$ cat config.mk
export PLATFORM = sky130hd
export DESIGN_NAME = rvsteel_spi
export DESIGN_NICKNAME = d
export VERILOG_FILES = /design/src/rtl/rvsteel_spi.sv
export SDC_FILE = /design/constraint.sdc
export NUM_CORES = 1
export LEC_CHECK = 0
export ABC_AREA = 1
export CORE_MARGIN = 2
export CORE_UTILIZATION = 55
export CTS_CLUSTER_DIAMETER = 150
export CTS_CLUSTER_SIZE = 40
export DETAILED_ROUTE_END_ITERATION = 8
export PLACE_DENSITY = 0.86
export SKIP_LAST_GASP = 1
export SLEW_MARGIN = 20
export SYNTH_ARGS = -nofsm -noshare
export SYNTH_HDL_FRONTEND = slang
export SYNTH_SLANG_ARGS = --single-unit
export TNS_END_PERCENT = 20
$ cat constraint.sdc
create_clock -name clock -period 3.9 [get_ports clock]
set_input_delay 0.585 -clock clock [delete_from_list [all_inputs] [get_ports clock]]
set_output_delay 0.585 -clock clock [all_outputs]
set_load 0.01 [all_outputs]
$ cat src/rtl/rvsteel_spi.sv
// rtl/rvsteel_spi.sv - memory-mapped 8-bit SPI manager for the rvsteel bus
module rvsteel_spi #(
    parameter int NUM_CS = 1
) (
    input  logic              clock,
    input  logic              reset,
    input  logic [4:0]        rw_address,
    output logic [31:0]       read_data,
    input  logic              read_request,
    output logic              read_response,
    input  logic [31:0]       write_data,
    input  logic [3:0]        write_strobe,
    input  logic              write_request,
    output logic              write_response,
    output logic              sclk,
    output logic              pico,
    input  logic              poci,
    output logic [NUM_CS-1:0] cs
);
    localparam logic [2:0] REG_CPOL   = 3'd0;
    localparam logic [2:0] REG_CPHA   = 3'd1;
    localparam logic [2:0] REG_CS     = 3'd2;
    localparam logic [2:0] REG_DIV    = 3'd3;
    localparam logic [2:0] REG_WDATA  = 3'd4;
    localparam logic [2:0] REG_RDATA  = 3'd5;
    localparam logic [2:0] REG_STATUS = 3'd6;

    // LEAD is the half-period that ends with the leading sclk edge,
    // TRAIL the half-period that ends with the trailing edge.
    typedef enum logic [1:0] {IDLE, LEAD, TRAIL} state_t;

    state_t            state_q, state_d;
    logic              cpol_q, cpol_d;
    logic              cpha_q, cpha_d;
    logic [NUM_CS-1:0] cs_q, cs_d;
    logic [7:0]        div_q, div_d;
    logic [7:0]        rdata_q, rdata_d;
    logic [7:0]        hp_cnt_q, hp_cnt_d;
    logic [3:0]        bit_cnt_q, bit_cnt_d;
    logic [7:0]        tx_q, tx_d;
    logic [7:0]        rx_q, rx_d;
    logic              sclk_q, sclk_d;
    logic              pico_q, pico_d;
    logic              poci_s1_q, poci_s1_d;
    logic              poci_s2_q, poci_s2_d;
    logic              read_response_q, read_response_d;
    logic [31:0]       read_data_q, read_data_d;
    logic              write_response_q, write_response_d;

    logic              busy;
    logic              wr_en;
    logic              half_done;
    logic [31:0]       cs_ext;
    logic [31:0]       reg_rdata;

    assign busy      = (state_q != IDLE);
    assign wr_en     = write_request & write_strobe[0];
    assign half_done = (hp_cnt_q == div_q);
    assign poci_s1_d = poci;
    assign poci_s2_d = poci_s1_q;

    assign read_data      = read_data_q;
    assign read_response  = read_response_q;
    assign write_response = write_response_q;
    assign sclk           = sclk_q;
    assign pico           = pico_q;
    assign cs             = cs_q;

    // Register read mux; unmapped and write-only offsets read as zero
    always_comb begin
        cs_ext              = '0;
        cs_ext[NUM_CS-1:0]  = cs_q;
        reg_rdata           = '0;
        case (rw_address[4:2])
            REG_CPOL:   reg_rdata = {31'd0, cpol_q};
            REG_CPHA:   reg_rdata = {31'd0, cpha_q};
            REG_CS:     reg_rdata = cs_ext;
            REG_DIV:    reg_rdata = {24'd0, div_q};
            REG_RDATA:  reg_rdata = {24'd0, rdata_q};
            REG_STATUS: reg_rdata = {31'd0, busy};
            default:    reg_rdata = '0;
        endcase
    end

    // Bus responses and configuration writes; config is frozen while busy, CS never is
    always_comb begin
        read_response_d  = read_request;
        read_data_d      = read_request ? reg_rdata : 32'd0;
        write_response_d = write_request;
        cpol_d           = cpol_q;
        cpha_d           = cpha_q;
        cs_d             = cs_q;
        div_d            = div_q;
        if (wr_en) begin
            case (rw_address[4:2])
                REG_CPOL: if (!busy) cpol_d = write_data[0];
                REG_CPHA: if (!busy) cpha_d = write_data[0];
                REG_CS:   cs_d = write_data[NUM_CS-1:0];
                REG_DIV:  if (!busy) div_d = write_data[7:0];
                default:  ;
            endcase
        end
    end

    // Transfer FSM: next state, half-period/bit counters, shift registers, sclk/pico
    always_comb begin
        state_d   = state_q;
        hp_cnt_d  = hp_cnt_q;
        bit_cnt_d = bit_cnt_q;
        tx_d      = tx_q;
        rx_d      = rx_q;
        rdata_d   = rdata_q;
        sclk_d    = sclk_q;
        pico_d    = pico_q;
        case (state_q)
            IDLE: begin
                sclk_d = cpol_d;
                if (wr_en && rw_address[4:2] == REG_WDATA) begin
                    state_d   = LEAD;
                    hp_cnt_d  = 8'd0;
                    bit_cnt_d = 4'd8;
                    if (!cpha_q) begin
                        pico_d = write_data[7];
                        tx_d   = {write_data[6:0], 1'b0};
                    end else begin
                        tx_d   = write_data[7:0];
                    end
                end
            end
            LEAD: begin
                if (half_done) begin
                    state_d  = TRAIL;
                    hp_cnt_d = 8'd0;
                    sclk_d   = ~cpol_q;
                    if (!cpha_q) begin
                        rx_d = {rx_q[6:0], poci_s2_q};
                    end else begin
                        pico_d = tx_q[7];
                        tx_d   = {tx_q[6:0], 1'b0};
                    end
                end else begin
                    hp_cnt_d = hp_cnt_q + 8'd1;
                end
            end
            TRAIL: begin
                if (half_done) begin
                    hp_cnt_d  = 8'd0;
                    sclk_d    = cpol_q;
                    bit_cnt_d = bit_cnt_q - 4'd1;
                    if (cpha_q) begin
                        rx_d = {rx_q[6:0], poci_s2_q};
                    end else if (bit_cnt_q != 4'd1) begin
                        pico_d = tx_q[7];
                        tx_d   = {tx_q[6:0], 1'b0};
                    end
                    if (bit_cnt_q == 4'd1) begin
                        state_d = IDLE;
                        rdata_d = rx_d;
                    end else begin
                        state_d = LEAD;
                    end
                end else begin
                    hp_cnt_d = hp_cnt_q + 8'd1;
                end
            end
            default: state_d = IDLE;
        endcase
    end

    // State register; reset aborts any transfer in flight
    always_ff @(posedge clock or negedge reset) begin
        if (!reset) begin
            state_q          <= IDLE;
            cpol_q           <= 1'b0;
            cpha_q           <= 1'b0;
            cs_q             <= '1;
            div_q            <= 8'd0;
            rdata_q          <= 8'd0;
            hp_cnt_q         <= 8'd0;
            bit_cnt_q        <= 4'd0;
            tx_q             <= 8'd0;
            rx_q             <= 8'd0;
            sclk_q           <= 1'b0;
            pico_q           <= 1'b0;
            poci_s1_q        <= 1'b0;
            poci_s2_q        <= 1'b0;
            read_response_q  <= 1'b0;
            read_data_q      <= 32'd0;
            write_response_q <= 1'b0;
        end else begin
            state_q          <= state_d;
            cpol_q           <= cpol_d;
            cpha_q           <= cpha_d;
            cs_q             <= cs_d;
            div_q            <= div_d;
            rdata_q          <= rdata_d;
            hp_cnt_q         <= hp_cnt_d;
            bit_cnt_q        <= bit_cnt_d;
            tx_q             <= tx_d;
            rx_q             <= rx_d;
            sclk_q           <= sclk_d;
            pico_q           <= pico_d;
            poci_s1_q        <= poci_s1_d;
            poci_s2_q        <= poci_s2_d;
            read_response_q  <= read_response_d;
            read_data_q      <= read_data_d;
            write_response_q <= write_response_d;
        end
    end
endmodule

==> reports/metrics.yaml, run 1 <==
fin_crit_ns: 2.57
fmax_ghz: 0.389
grtUsageTotal: 0.221
cts_sinks: 63
worst_pin_slew_ns: 0.973
cp_max_fo: 12
worstSkewPairLatency_ns: 0.34
cts-root-buf: "clkbuf_8"
portBuffers: 29
final.setup.tns_ns: 0
diodes: 0
required_ns: 4.18
synth_area_um2: 3650
yosysWarnings: 0
regToRegSetupSlack_ns: 1.51
ios: 83
cts_tree: "done"
antenna_found_initial: 0
gp_congestion: 0.881
finalCritPeriodShare: 0.659
hold_viol_final: 0
status: "finished clean"
clk_path_buf_depth: 2
h-tree-depth: 3
cellLeakagePower_nw: 2.00
peakVddDrop_uv: 451
ctsResizeCount: 0
crit_path_frequent_cell: "nand2_1"
synth.area.top_cells: "dfrtp_1, nand2_1, o21ai_0"
grt_max_degree: 46
drc_errors: 0
grt_first_pass_wirelength_mm: 12.7
cellPowerDensity_nw_per_um2: 709
grt_overflow_total: 0
die_h_um: 85.5
layout.cells.most_common: "nand2_1"
cts_inserted_buffers: 9
vias_per_cell: 5.39
crit_slowest_cell: "clkdlybuf4s50_1"
core_area_um2: 6390
post_drt_wl_per_cell_um: 13.1
yosys.area.top_type: "dfrtp_1"
wl_mm: 7.40
initial_core_util: 0.572
slowest_delay_ns: 0.61
hold_path_class: "reg2reg"
skew_ns: 0.00515
rsz0062_at_grt: "false"
syn_inst: 458
cp_cell_sequence: "clkdlybuf4s50_1, nor2_2, nand3_1, nand2_1, inv_2, nor2_2, inv_1, nor2_1, nand2_1, nand2_1"
synth_seq_area_share: 0.432
drtPass1Iterations: 5
drv_slew: 0
clk_pin_slew_ns: 0.07
final_cell_mix: "nand2_1, dfrtp_1, o21ai_0"
grt_pass1_vias: 2863
vias: 3040
yosysUniqueCellTypes: 34
startpoint_type: "input pin"
ys_ff_latch: 63
yosys.area.top_type_share: 0.425
core.rowCount: 29
cap_violations: 0
hold_buffers: 0
nets: 536
fin_hold_ws_ns: 0.348
dpl.hpwl_mm: 5.26
antenna_violating_nets_post_route: 0
syn_to_final_growth_pct: 11.0
die_w_um: 85.5
cp.arrival_ns: 2.85
drtIter0Drc: 264
syn_avg_cell_area_um2: 7.98
setup_viol: 0
postCtsSetupBuffers: 0
end_kind: "flip-flop"
slew_headroom: 0.351
drive_above_1_share: 0.103
die_area_um2: 7310
path_class: "in2reg"
## final timing paths
path,from,endpoint,cells past startpoint
worst max-delay path,rw_address[2],hp_cnt_q[1],10
max in group asynchronous,reset,rdata_q[4],2
worst max register to register,state_q[1],hp_cnt_q[1],8
min in group asynchronous,reset,hp_cnt_q[5],1
worst min-delay path,poci_s1_q,poci_s2_q,0
worst min register to register,poci_s1_q,poci_s2_q,0
## worst max-delay path: cells and delay by family
| family | cells | cell delay [ns] |
|---|---|---|
| AND/OR/NAND/NOR | 7 | 1.35 |
| buffers and inverters | 3 | 0.91 |
## per-layer routing
| metal | GRT usage | wire (µm) | vias to the layer above |
|---|---|---|---|
| met2 | 0.360 | 3610 | 103 |
| met3 | 0.0587 | 422 | 21 |
| met4 | 0.123 | 255 | 0 |
| li1 | - | - | 1482 |
| met5 | 0 | 0 | - |
| met1 | 0.266 | 3120 | 1434 |
## metrics by stage
stage / setup slack (ns) / utilization / area [µm²] / total power, mW / instances
after CTS: 1.34 / 0.635 / 4060 / 2.88 / 564
after floorplan: 2.32 / - / 3740 / 2.02 / 481
final: 1.33 / 0.635 / 4060 / 2.88 / 564
after detailed placement: 0.979 / 0.603 / 3850 / 2.26 / 548
after global routing: 1.07 / 0.635 / 4060 / 3.11 / 564
after global placement: 1.05 / 0.603 / 3850 / 2.21 / 548
## area by class of cell
type / count / area, µm²
clock buffer: 12 / 135
sequential: 63 / 1580
multi-input combinational: 336 / 1720
timing repair buffer: 30 / 293
inverter: 42 / 163
tap: 77 / 96.3
clock inverter: 4 / 70.1
fill: 522 / 2330
## registers in the layout, indices dropped and copies added, names as in the netlist
register	cells
bit_cnt_q	4
cpha_q	1
cpol_q	1
cs	1
div_q	8
hp_cnt_q	8
pico	1
poci_s1_q	1
poci_s2_q	1
rdata_q	8
read_data	8
read_response	1
rx_q	8
sclk	1
state_q	2
tx_q	8
write_response	1
## power breakdown
| group | switching, mW | internal, mW |
|---|---|---|
| Combinational | 0.797 | 0.432 |
| Clock | 0.248 | 0.359 |
| Sequential | 0.206 | 0.834 |
## Yosys cell counts (all sizes together)
| cell | n |
|---|---|
| conb | 1 |
| dfrtp | 62 |
| dfstp | 1 |
| a31oi | 1 |
| nand2 | 149 |
| xor2 | 5 |
| o21ai | 62 |
| nand3 | 16 |
| xnor2 | 3 |
| ha | 8 |
| nand4 | 21 |
| o211ai | 1 |
| nor3 | 3 |
| and2 | 1 |
| or2 | 1 |
| buf | 32 |
| nor3b | 1 |
| a21oi | 12 |
| clkinv | 1 |
| inv | 41 |
| nand3b | 1 |
| nor2 | 21 |
| mux2i | 6 |
| clkbuf | 8 |
## logic make-up (layout without fill, tap and decap cells)
kind of cell               count (synthesis)  count (layout)  synth area share
xor gates and xnor gates                   8               8            0.0192
DFF                                       63              63             0.432
and+or+nand+nor                          214             214             0.262
adders and majority gates                  8               8            0.0274
AOI/OAI and AO/OA                         76              76             0.122
muxes                                      6               6            0.0164
other                                      1              24           0.00103
buffers and inverters                     82              88             0.121
(Power assumes the default switching activity.)
==> run 2, diff against run 1 <==
Settings changed: CORE_UTILIZATION 55 to 46, PLACE_DENSITY 0.86 to 0.77.
Clock period 3.9 ns to 2.21 ns, I/O delays scaled along.
==> run 2 against run 1 <==
- register-to-register slack got worse by 1.2 ns
- first-iteration DRC count fell by 27%
- sequential power grew 70%
- critical path depth is 3 lower
- die area up 19%
- wire length increased by 2.4%
- final cell count grew 6.6%
- non-clock buffer count rose by 12
- cell area grew 4.0%
==> reports/metrics.yaml, run 2 (same netlist as run 1, synthesis figures left out) <==
status: "finished clean"
fin_crit_ns: 1.87
cp_max_fo: 16  # +4
nets: 548  # +2.2%
vias_per_cell: 5.01  # -7.1%
cp_cell_sequence: "inv_1, ha_1, inv_1, nor2_1, nand2_4, nand2_1, o21ai_2"
grt_first_pass_wirelength_mm: 12.5  # -1.5%
core.rowCount: 32  # +10%
clk_pin_slew_ns: 0.07  # about the same
cap_violations: 0  # unchanged
power_mw: 5.29  # +84%
ios: 83  # unchanged
worstReg2RegEnd: "rdata_q[0]"
crit_slowest_cell: "dfrtp_1"
multi_input_area_um2: 1720  # unchanged
antenna_found_initial: 0  # unchanged
grt_max_degree: 34  # -26%
startpoint_type: "flip-flop"
hold_viol_final: 0  # unchanged
cts_sinks: 63  # unchanged
cts-root-buf: "clkbuf_8"
final.setup.tns_ns: 0  # unchanged
crit_path_frequent_cell: "inv_1"
grt_overflow_total: 0  # unchanged
hold_depth: 0  # unchanged
drtPass1Iterations: 5  # unchanged
wl_mm: 7.58  # +2.4%
die_area_um2: 8670  # +19%
slowest_delay_ns: 0.43  # -0.18 ns
worstSkewPairLatency_ns: 0.35  # about the same
gp_congestion: 0.920  # +4.4%
post_drt_wl_per_cell_um: 12.6  # -3.9%
antenna_violating_nets_post_route: 0  # unchanged
diodes: 0  # unchanged
portBuffers: 29  # unchanged
reg2reg_depth: 7  # -1
end_kind: "flip-flop"
cp_num_buf_inv: 2  # -1
grt_pass1_vias: 2819  # -1.5%
cts_inserted_buffers: 9  # unchanged
die_h_um: 93.1  # +8.9%
fmax_ghz: 0.534
required_ns: 2.44  # -1.74 ns
core_area_um2: 7730  # +21%
cellLeakagePower_nw: 2.07  # +3.5%
drc_errors: 0  # unchanged
hold_path_class: "reg2reg"
path_class: "reg2reg"
cellPowerDensity_nw_per_um2: 1250  # +77%
cp_top_family: "simple AND/OR/NAND/NOR gates"
syn_to_final_growth_pct: 15.5
regToRegSetupSlack_ns: 0.34  # -1.17 ns
drive_above_1_share: 0.128  # +0.0256
seq_area_um2: 1580  # unchanged
r2r-start: "state_q[0]"
clk_path_buf_depth: 2  # unchanged
hold_path_startpoint: "poci_s1_q"
n_fill_cell: 694  # +33%
final_cell_mix: "nand2_1, dfrtp_1, o21ai_0"
grtUsageTotal: 0.186  # -0.0350
skew_ns: 0.0102  # +0.00500 ns
initial_core_util: 0.473  # -0.0993
setup_viol: 0  # unchanged
cp.arrival_ns: 2.11  # -0.74 ns
finalCritPeriodShare: 0.848
layout.cells.most_common: "nand2_1"
drv_slew: 0  # unchanged
vias: 3010  # -0.99%
rsz0062_at_grt: "false"
peakVddDrop_uv: 603  # +34%
die_w_um: 93.1  # +8.9%
dpl.hpwl_mm: 5.46  # +3.7%
drtIter0Drc: 192  # -27%
h-tree-depth: 3  # unchanged
cts_tree: "done"
worstHoldEndpoint: "poci_s2_q"
postCtsSetupBuffers: 0  # unchanged
-- run 2: changes by cell type in the layout (fill, tap and decap cells not counted) --
cell           previous run  this run
clkbuf_1                  3         0
clkinvlp_4                0         2
clkbuf_8                  9        11
dlygate4sd3_1             0         1
buf_12                    0         1
buf_4                     1        11
clkinv_2                  2         1
-- run 2: per-stage QoR --
stage	area (µm²)	util	hold WS [ns]	cells	setup slack (ns)
after detailed placement	3980	0.515	0.315	584	0.312
after global placement	3980	0.515	0.303	584	0.352
after CTS	4220	0.546	0.351	601	0.329
after global routing	4220	0.546	0.370	601	0.159
after floorplan	3740	-	0.0359	481	0.630
final	4220	0.546	0.350	601	0.337
-- run 2: repair_timing --
| action | 4_1_cts | 5_1_grt |
|---|---|---|
| hold buffers | 1 | 0 |
| endpoints found under the hold margin | 18 | 0 |
| resized for setup | 0 | 0 |
-- run 2: area by class of cell --
class,count,share of cell area
sequential,63,0.374
multi-input combinational,336,0.408
clock inverter,5,0.0190
timing repair buffer,42,0.0943
inverter,42,0.0385
tap,102,0.0302
clock buffer,11,0.0359
-- run 2: layer usage --
layer,track usage,routed length (µm)
met5,0,0
met4,0.0980,256
met3,0.0475,379
met2,0.300,3600
met1,0.228,3340
-- run 2: worst max path at each step --
stage / start / endpoint / slack (ns) / cells after the start
floorplan: state_q[0] / rdata_q[6] / 0.63 / 8
global placement: rw_address[3] / hp_cnt_q[4] / 0.35 / 11
detailed placement: rw_address[3] / hp_cnt_q[3] / 0.31 / 11
CTS: state_q[0] / tx_q[4] / 0.33 / 9
global route: state_q[0] / rdata_q[1] / 0.16 / 7
finish: state_q[0] / rdata_q[0] / 0.34 / 7
-- run 2: where the power goes --
part	internal, mW	leakage (nW)	switching, mW
sequential	1.47	0.824	0.299
clock	0.694	0.112	0.460
combinational	0.856	1.14	1.50
total	3.02	2.07	2.26
==> run 3, diff against run 2 <==
Clock period 2.21 ns to 1.6 ns, I/O delays scaled along.
==> run 3 against run 2 <==
- the run now ends with setup timing left
- final cell count rose by 4.5%
- worst setup slack got worse by 0.34 ns
- critical endpoint is now tx_q[1]
- maximum frequency rose by 17%
- non-clock buffer count rose by 28
- via count rose by 4.0%
- worst hold slack got worse by 0.016 ns
- register-to-register slack got worse by 0.34 ns
- flip-flop and latch count did not move
- combinational power rose by 70%
- clock power rose by 8%
- critical path type unchanged
- global-route usage rose by 1.0 points
==> reports/metrics.yaml, run 3 (same netlist as run 1, synthesis figures left out) <==
startpoint_type: "flip-flop"
portBuffers: 29  # unchanged
ios: 83  # unchanged
die_w_um: 93.1  # unchanged
finalCritPeriodShare: 1.00  # +0.155
die_area_um2: 8670  # unchanged
cellPowerDensity_nw_per_um2: 1720  # +37%
rsz0062_at_grt: "true"
skew_ns: 0.0124  # +0.00222 ns
crit_path_frequent_cell: "nand2_2"
n_fill_cell: 656  # -5.5%
fin_ws_ns: -0.00436  # -0.341 ns
antenna_found_initial: 0  # unchanged
place_area_um2: 4170  # +4.7%
dpl.hpwl_mm: 5.66  # +3.6%
fin_area_um2: 4460  # +5.7%
initial_core_util: 0.473  # unchanged
cts_tree: "done"
worstSkewPairLatency_ns: 0.35  # about the same
drtPass1Iterations: 4  # -1
cellLeakagePower_nw: 2.19  # +5.7%
grt_overflow_total: 0  # unchanged
cts_inserted_buffers: 9  # unchanged
cap_violations: 0  # unchanged
drc_errors: 0  # unchanged
cts_sinks: 63  # unchanged
drive_above_1_share: 0.203  # +0.0752
syn_to_final_growth_pct: 22.0
clk_path_buf_depth: 2  # unchanged
fmax_ghz: 0.623  # +17%
required_ns: 1.87  # -0.57 ns
failed_checks: "setup timing"
antenna_violating_nets_post_route: 0  # unchanged
grt_max_degree: 64  # +88%
setup_viol: 2  # +2
grt_first_pass_wirelength_mm: 13.3  # +6.5%
hold_viol_final: 0  # unchanged
peakVddDrop_uv: 769  # +28%
core.rowCount: 32  # unchanged
diodes: 0  # unchanged
core_area_um2: 7730  # unchanged
end_kind: "flip-flop"
vias_per_cell: 4.98  # -0.52%
cts-root-buf: "clkbuf_8"
h-tree-depth: 3  # unchanged
drv_slew: 0  # unchanged
fin_crit_ns: 1.60  # -0.269 ns
cp_max_fo: 8  # -8
path_class: "reg2reg"
gp_congestion: 0.887  # -3.5%
crit_slowest_cell: "dfrtp_1"
die_h_um: 93.1  # unchanged
final_cell_mix: "nand2_1, dfrtp_1, o21ai_0"
layout.cells.most_common: "nand2_1"
slowest_delay_ns: 0.38  # -0.05 ns
wl_mm: 8.09  # +6.8%
hold_path_class: "in2reg"
grtUsageTotal: 0.196  # +0.00996
cp.arrival_ns: 1.88  # -0.23 ns
status: "complete, but fails checks"
clk_pin_slew_ns: 0.08  # about the same
cp_cell_sequence: "buf_4, ha_4, nand2_2, nand2_2, nor3_4, buf_6, nand4_1, nand2_1"
nets: 576  # +5.1%
grt_pass1_vias: 2936  # +4.2%
drtIter0Drc: 148  # -23%
vias: 3129  # +4.0%
post_drt_wl_per_cell_um: 12.9  # +2.2%
final.setup.tns_ns: -0.00441  # -0.00441 ns
run 3: report_power, final:
group / internal, mW / switching, mW / leakage (nW)
logic: 1.64 / 2.38 / 1.29
clock network: 0.591 / 0.647 / 0.0764
registers: 2.04 / 0.384 / 0.824
run 3: repair_timing:
action	CTS	global route
setup endpoints to repair	22	49
pin swaps	1	8
gates cloned	0	1
endpoints found under the hold margin	62	0
hold buffers	1	0
buffers inserted	0	2
gates resized for setup	2	24
run 3: worst max-delay path, delay by kind of cell, from the launching register on:
family	cells	cell delay (ns)
buffers and inverters	2	0.32
and+or+nand+nor	5	0.63
adders and majority gates	1	0.18
DFF	1	0.38
run 3: final timing paths:
kind                       startpoint          end  slack [ns]  depth (start not counted)
min reg2reg                 poci_s1_q    poci_s2_q        0.35                          0
max in group asynchronous       reset           cs        0.88                          3
max reg2reg                state_q[0]      tx_q[1]      -0.004                          8
min                              poci    poci_s1_q        0.33                          1
min in group asynchronous       reset  hp_cnt_q[2]        0.42                          3
max                        state_q[0]      tx_q[1]      -0.004                          8
run 3: area by class of cell:
type | count | area [µm²] | area share
Clock buffer | 10 | 138 | 0.0309
Multi-Input combinational cell | 336 | 1800 | 0.404
Inverter | 42 | 163 | 0.0365
Timing Repair Buffer | 70 | 616 | 0.138
Tap cell | 102 | 128 | 0.0286
Clock inverter | 5 | 35.0 | 0.00785
Sequential cell | 63 | 1580 | 0.354
run 3: routing by layer:
layer / vias up / wire length [µm] / track usage
li1: 1557 / - / -
met1: 1448 / 3500 / 0.236
met2: 102 / 3930 / 0.331
met3: 22 / 384 / 0.0403
met4: 0 / 276 / 0.0980
met5: - / 0 / 0
run 3: stage by stage:
step	hold slack, ns	power (mW)	worst slack, ns	utilization	std cells
after floorplan	-0.0556	4.92	0.0196	-	481
after global placement	0.274	5.87	-0.115	0.539	609
after detailed placement	0.281	6.01	-0.190	0.539	609
after CTS	0.330	7.28	-0.0667	0.563	625
after global routing	0.331	8.31	-0.0862	0.577	628
final	0.334	7.68	-0.00436	0.577	628
